==> src/rtl/pdes_pkg.sv <==
// Shared types and helpers for the PDES scheduling blocks.
// Holds the timestamp width, the scheduler state encoding and the lookahead-window compare.
package pdes_pkg;

    localparam int TIME_WID = 16;
    localparam logic [TIME_WID-1:0] TIME_MAX = '1;

    typedef enum logic [1:0] {
        IDLE,
        RUN,
        ISSUE,
        DONE
    } sched_state_t;

    // The limit is one bit wider than a timestamp, so gvt near TIME_MAX cannot wrap it.
    function automatic logic in_window(
        input logic [TIME_WID-1:0] evt_t,
        input logic [TIME_WID-1:0] gvt_t,
        input logic [TIME_WID-1:0] window
    );
        logic [TIME_WID:0] limit;
        limit = {1'b0, gvt_t} + {1'b0, window};
        return ({1'b0, evt_t} <= limit);
    endfunction

endpackage

==> src/rtl/rr_arbiter.sv <==
// Combinational round-robin pick of the first idle core at or after the pointer.
// Wraps modulo NUM_CORE; any_grant is low when no core is idle.
module rr_arbiter #(
    parameter int NUM_CORE = 8,
    parameter int CORE_WID = 3
) (
    input  logic [NUM_CORE-1:0] idle,
    input  logic [CORE_WID-1:0] ptr,
    output logic [CORE_WID-1:0] grant,
    output logic                any_grant
);

    logic [CORE_WID-1:0] cand;

    // Scan from the farthest offset down so the nearest idle core wins last.
    always_comb begin
        grant     = '0;
        any_grant = 1'b0;
        cand      = '0;
        for (int i = NUM_CORE - 1; i >= 0; i--) begin
            cand = CORE_WID'((int'(ptr) + i) % NUM_CORE);
            if (idle[cand]) begin
                grant     = cand;
                any_grant = 1'b1;
            end
        end
    end

endmodule

==> src/rtl/core_scheduler.sv <==
// Dispatches queue-head events to idle cores round-robin, within a lookahead window above GVT.
// Tracks per-core busy flags and in-flight timestamps, and raises sim_done once the run drains.
module core_scheduler
    import pdes_pkg::*;
#(
    parameter int                  NUM_CORE = 8,
    parameter int                  CORE_WID = 3,
    parameter logic [TIME_WID-1:0] WINDOW   = 16'h0010
) (
    input  logic                         clk,
    input  logic                         rst_n,
    input  logic                         start,
    input  logic [TIME_WID-1:0]          end_time,
    input  logic                         evt_vld,
    input  logic [TIME_WID-1:0]          evt_time,
    output logic                         evt_pop,
    output logic                         disp_vld,
    output logic [CORE_WID-1:0]          disp_core,
    output logic [TIME_WID-1:0]          disp_time,
    input  logic                         disp_rdy,
    input  logic [NUM_CORE-1:0]          core_done,
    input  logic [TIME_WID-1:0]          gvt,
    output logic [TIME_WID*NUM_CORE-1:0] core_times,
    output logic [NUM_CORE-1:0]          core_vld,
    output logic [TIME_WID-1:0]          next_event,
    output logic                         sim_done
);

    sched_state_t        state, state_next;
    logic [TIME_WID-1:0] end_time_q;
    logic [CORE_WID-1:0] rr_ptr;
    logic [CORE_WID-1:0] grant;
    logic                any_idle;
    logic                before_end;
    logic                can_issue;
    logic                accept;
    logic [NUM_CORE-1:0] grant_mask;
    logic [TIME_WID-1:0] times_q [NUM_CORE];

    rr_arbiter #(
        .NUM_CORE (NUM_CORE),
        .CORE_WID (CORE_WID)
    ) u_arbiter (
        .idle      (~core_vld),
        .ptr       (rr_ptr),
        .grant     (grant),
        .any_grant (any_idle)
    );

    assign next_event = evt_vld ? evt_time : TIME_MAX;
    assign before_end = (evt_time < end_time_q);
    assign can_issue  = evt_vld && before_end && any_idle && in_window(evt_time, gvt, WINDOW);
    assign disp_vld   = (state == ISSUE);
    assign accept     = disp_vld && disp_rdy;
    assign evt_pop    = accept;
    assign grant_mask = accept ? ({{(NUM_CORE-1){1'b0}}, 1'b1} << disp_core) : '0;

    always_ff @(posedge clk or negedge rst_n) begin
        if (!rst_n) state <= IDLE;
        else        state <= state_next;
    end

    always_comb begin
        state_next = state;
        case (state)
            IDLE:  if (start) state_next = RUN;
            RUN: begin
                if (can_issue)
                    state_next = ISSUE;
                else if ((core_vld == '0) && (!evt_vld || !before_end))
                    state_next = DONE;
            end
            ISSUE: if (disp_rdy) state_next = RUN;
            DONE:  state_next = DONE;
            default: state_next = IDLE;
        endcase
    end

    always_ff @(posedge clk or negedge rst_n) begin
        if (!rst_n) begin
            end_time_q <= '0;
            rr_ptr     <= '0;
            disp_core  <= '0;
            disp_time  <= '0;
            core_vld   <= '0;
            sim_done   <= 1'b0;
            for (int i = 0; i < NUM_CORE; i++) times_q[i] <= '0;
        end else begin
            if ((state == IDLE) && start) end_time_q <= end_time;
            if ((state == RUN) && can_issue) begin
                disp_core <= grant;
                disp_time <= evt_time;
            end
            if (accept) begin
                times_q[disp_core] <= disp_time;
                rr_ptr <= (disp_core == CORE_WID'(NUM_CORE - 1)) ? '0 : disp_core + 1'b1;
            end
            // A release and a grant on different cores in the same cycle both take effect.
            core_vld <= (core_vld & ~core_done) | grant_mask;
            if (state_next == DONE) sim_done <= 1'b1;
        end
    end

    for (genvar i = 0; i < NUM_CORE; i++) begin : g_times
        assign core_times[TIME_WID*i +: TIME_WID] = times_q[i];
    end

endmodule

==> config.mk <==
export PLATFORM = sky130hd
export DESIGN_NAME = core_scheduler
export DESIGN_NICKNAME = d
export VERILOG_FILES = /design/src/rtl/pdes_pkg.sv /design/src/rtl/rr_arbiter.sv /design/src/rtl/core_scheduler.sv
export SDC_FILE = /design/constraint.sdc
export NUM_CORES = 1
export LEC_CHECK = 0
export CORE_UTILIZATION = 40
export CTS_BUF_LIST = sky130_fd_sc_hd__clkbuf_8
export DETAILED_ROUTE_END_ITERATION = 8
export DONT_BUFFER_PORTS = 1
export PLACE_DENSITY = 0.6
export SYNTH_ARGS = -nofsm -noshare
export SYNTH_HDL_FRONTEND = slang
export SYNTH_SLANG_ARGS = --single-unit
export TNS_END_PERCENT = 5
==> constraint.sdc <==
create_clock -name clk -period 3.59 [get_ports clk]
set_input_delay 0.8975 -clock clk [delete_from_list [all_inputs] [get_ports clk]]
set_output_delay 0.8975 -clock clk [all_outputs]
set_load 0.02 [all_outputs]
==> results.sh <==
export IMPL_worst_pin_slew_ns=0.845
export IMPL_syn_to_final_growth_pct=10.1
export IMPL_powerDensity_nw_per_um2=719
export IMPL_worstPathRequired_ns=3.94
export IMPL_dpl_cell_area_um2=9060
export IMPL_synth_edf_count=0
export IMPL_crit_type="in -> reg"
export IMPL_nFillCells=1936
export IMPL_synth_cell_type_count=62
export IMPL_slowest_stage="o31ai_2"
export IMPL_async_flop_share=1.00
export IMPL_cellLeakagePower_nw=4.48
export IMPL_routedWlPerCell_um=23.4
export IMPL_drv_cap=0
export IMPL_hold_class="in -> async"
export IMPL_synth_cells=675
export IMPL_grt_pass1_vias=5856
export IMPL_syn_nets=776
export IMPL_cp_start_kind="input port"
export IMPL_dp_hpwl_um=16600
export IMPL_maxSlewHeadroom=0.436
export IMPL_finalCritPeriodShare=0.906
export IMPL_fmax_ghz=0.307
export IMPL_final_area_um2=9490
export IMPL_worstPathMaxFanout=19
export IMPL_cts_resized=0
export IMPL_antennaDiodeCount=0
export IMPL_grt_usage=0.213
export IMPL_synth_flop_cell="dfrtp_1"
export IMPL_fin_nets=797
export IMPL_die_w_um=149
export IMPL_grt_max_degree=178
export IMPL_ctsLongestPathBuffers=2
export IMPL_slowest_delay_ns=0.37
export IMPL_cts_num_sinks=177
export IMPL_grt_setup_unrepaired="false"
export IMPL_vdd_drop_max_uv=347
export IMPL_gr_total_overflow=0
export IMPL_drv_slew=0
export IMPL_drt_pass1_iterations=4
export IMPL_fin_crit_ns=3.25
export IMPL_core_area_um2=21100
export IMPL_critPathTopFamily="compound AO/OA/AOI/OAI gates"
export IMPL_cts_root_buffer="clkbuf_8"
export IMPL_path_clk_slew_ns=0.11
export IMPL_antenna_left=0
export IMPL_finalHoldViolCount=0
export IMPL_endpoint_kind="register"
export IMPL_port_buffers=0
export IMPL_holdBufCountCts=0
export IMPL_crit_arrival_ns=3.60
export IMPL_post_cts_buffers=0
export IMPL_synth_seq_cells=177
export IMPL_fp_dieH_um=149
export IMPL_vias=5631
export IMPL_drc=0
export IMPL_antenna_found_initial=0
export IMPL_htree_levels=4
export IMPL_drt_iter0_markers=305
export IMPL_synth_area_um2=8620
export IMPL_syn_area_per_cell_um2=12.8
export IMPL_rows=53
export IMPL_grt_pass1_wl_um=35300
export IMPL_drive_above_1_share=0.319
export IMPL_yosys_warnings=0
export IMPL_initial_utilization=0.409
export IMPL_status="completed"
export IMPL_setup_viol=0
export IMPL_vias_per_cell=5.72
export IMPL_gp_congestion=0.870
export IMPL_place_ws_ns=-0.0903
export IMPL_p_total_mw=6.82
export IMPL_numCtsBuffers=17
export IMPL_clk_latency_ns=0.47
export IMPL_crit_chain="ha_4 > nand4_1 > nor2_1 > and3_1 > xnor2_1 > ha_1 > a21o_1 > a211oi_1 > o21ai_1 > o31ai_2 > nand4b_4 > nor2_4 > buf_12 > mux2_2"
export IMPL_ys_seq_area_frac=0.514
export IMPL_rrSetupSlack_ns=0.69
export IMPL_routed_wl_um=23000
export IMPL_path_buf_inv=1
export IMPL_fp_dieArea_um2=22100
export IMPL_skew_ns=0.0154
export IMPL_io_pin_count=235
export IMPL_setup_ws_ns=0.336
export IMPL_cts_tree="built"
==> worst paths after layout <==
path / start / end / depth (start not counted)
max: gvt[4] / disp_time[13] / 14
min: rst_n / core_times[113] / 0
max reg2reg: rr_ptr[1] / disp_core[1] / 9
min reg2reg: end_time_q[0] / end_time_q[0] / 1
max in group asynchronous: rst_n / end_time_q[12] / 0
min in group clk: core_done[4] / core_vld[4] / 1
==> synth_stat cells (4+ instances only) <==
library cell | n | share of area
a211oi_1 | 4 | 0.0035
nand2_1 | 37 | 0.016
a21o_1 | 6 | 0.0052
a21oi_1 | 10 | 0.0058
nand4_1 | 7 | 0.0051
o21ai_0 | 41 | 0.024
o31ai_1 | 4 | 0.0035
mux4_1 | 6 | 0.018
mux2i_1 | 6 | 0.0070
nand2b_1 | 23 | 0.017
inv_1 | 37 | 0.016
dfrtp_1 | 177 | 0.51
xnor2_1 | 8 | 0.0081
nor2_1 | 16 | 0.0070
clkinv_1 | 4 | 0.0017
buf_2 | 6 | 0.0035
ha_1 | 40 | 0.058
mux2_2 | 155 | 0.20
nor3_1 | 5 | 0.0029
nand3_1 | 12 | 0.0070
clkbuf_1 | 8 | 0.0035
==> per-stage QoR <==
| stage | hold WS [ns] | utilization | TNS [ns] | cells |
|---|---|---|---|---|
| 3_3_place_gp | 0.502 | 0.430 | -0.331 | 952 |
| 4_1_cts | 0.0809 | 0.450 | 0 | 984 |
| 2_1_floorplan | 0.482 | - | 0 | 675 |
| 6_report | 0.111 | 0.450 | 0 | 984 |
| 5_1_grt | 0.0763 | 0.450 | 0 | 984 |
| 3_5_place_dp | 0.497 | 0.430 | -1.48 | 952 |
==> layout make-up <==
cell class,count,area (um^2),area share
clock inverters,15,193,0.0203
clock buffers,17,234,0.0247
inverters,41,154,0.0162
flip-flops and latches,177,4430,0.467
multi-input cells,438,3960,0.418
repair buffers,21,170,0.0179
well taps,275,344,0.0363
==> worst register-to-register path: stages (launching register included) <==
cell       delay [ns]
dfrtp_1          0.39
buf_4            0.19
ha_1             0.28
xnor2_2          0.39
mux4_2           0.42
mux2_4           0.32
a2111oi_4        0.34
o21ai_1          0.11
a31oi_1          0.21
mux2_2           0.18
==> layer usage <==
layer / up-vias / wire [um] / GRT usage
li1: 2470 / - / -
met4: 0 / 403 / 0.0689
met2: 209 / 11300 / 0.352
met3: 32 / 1980 / 0.0719
met1: 2920 / 9310 / 0.260
met5: - / 0 / 0
==> logic make-up (layout without fill, tap and decap cells) <==
kind of cell	after synthesis	after routing	synth area share
muxes	172	172	0.239
AOI/OAI and AO/OA	87	87	0.0642
xor gates and xnor gates	12	12	0.0131
and+or+nand+nor	127	127	0.0817
adders and majority gates	40	40	0.0581
DFF	177	177	0.514
buffers and inverters	60	94	0.0302
==> flip-flops by register name, summed over array words and instances, names as in the netlist <==
name and cells:
sim_done 1, state 2, disp_core 3, end_time_q 16, disp_time 16, rr_ptr 3, core_vld 8, core_times 128
==> cells in the final DEF (no fill, tap or decap), drive strengths merged, types with 6 or more instances in the layout <==
master    n
dfrtp   177
mux2    157
o21ai    42
inv      42
ha       40
nand2    37
nand2b   23
buf      21
clkbuf   17
nor2     17
clkinv   13
nand3    12
a21oi    10
xnor2     9
mux4      9
nor3      8
nand4     7
a21o      6
mux2i     6
==> where the power goes <==
| group | switching [mW] | total [mW] | internal [mW] |
|---|---|---|---|
| Sequential | 1.30 | 3.83 | 2.54 |
| Clock | 0.886 | 1.43 | 0.540 |
| Combinational | 0.759 | 1.56 | 0.805 |
| Total | 2.94 | 6.82 | 3.88 |
(Power assumes the default switching activity.)
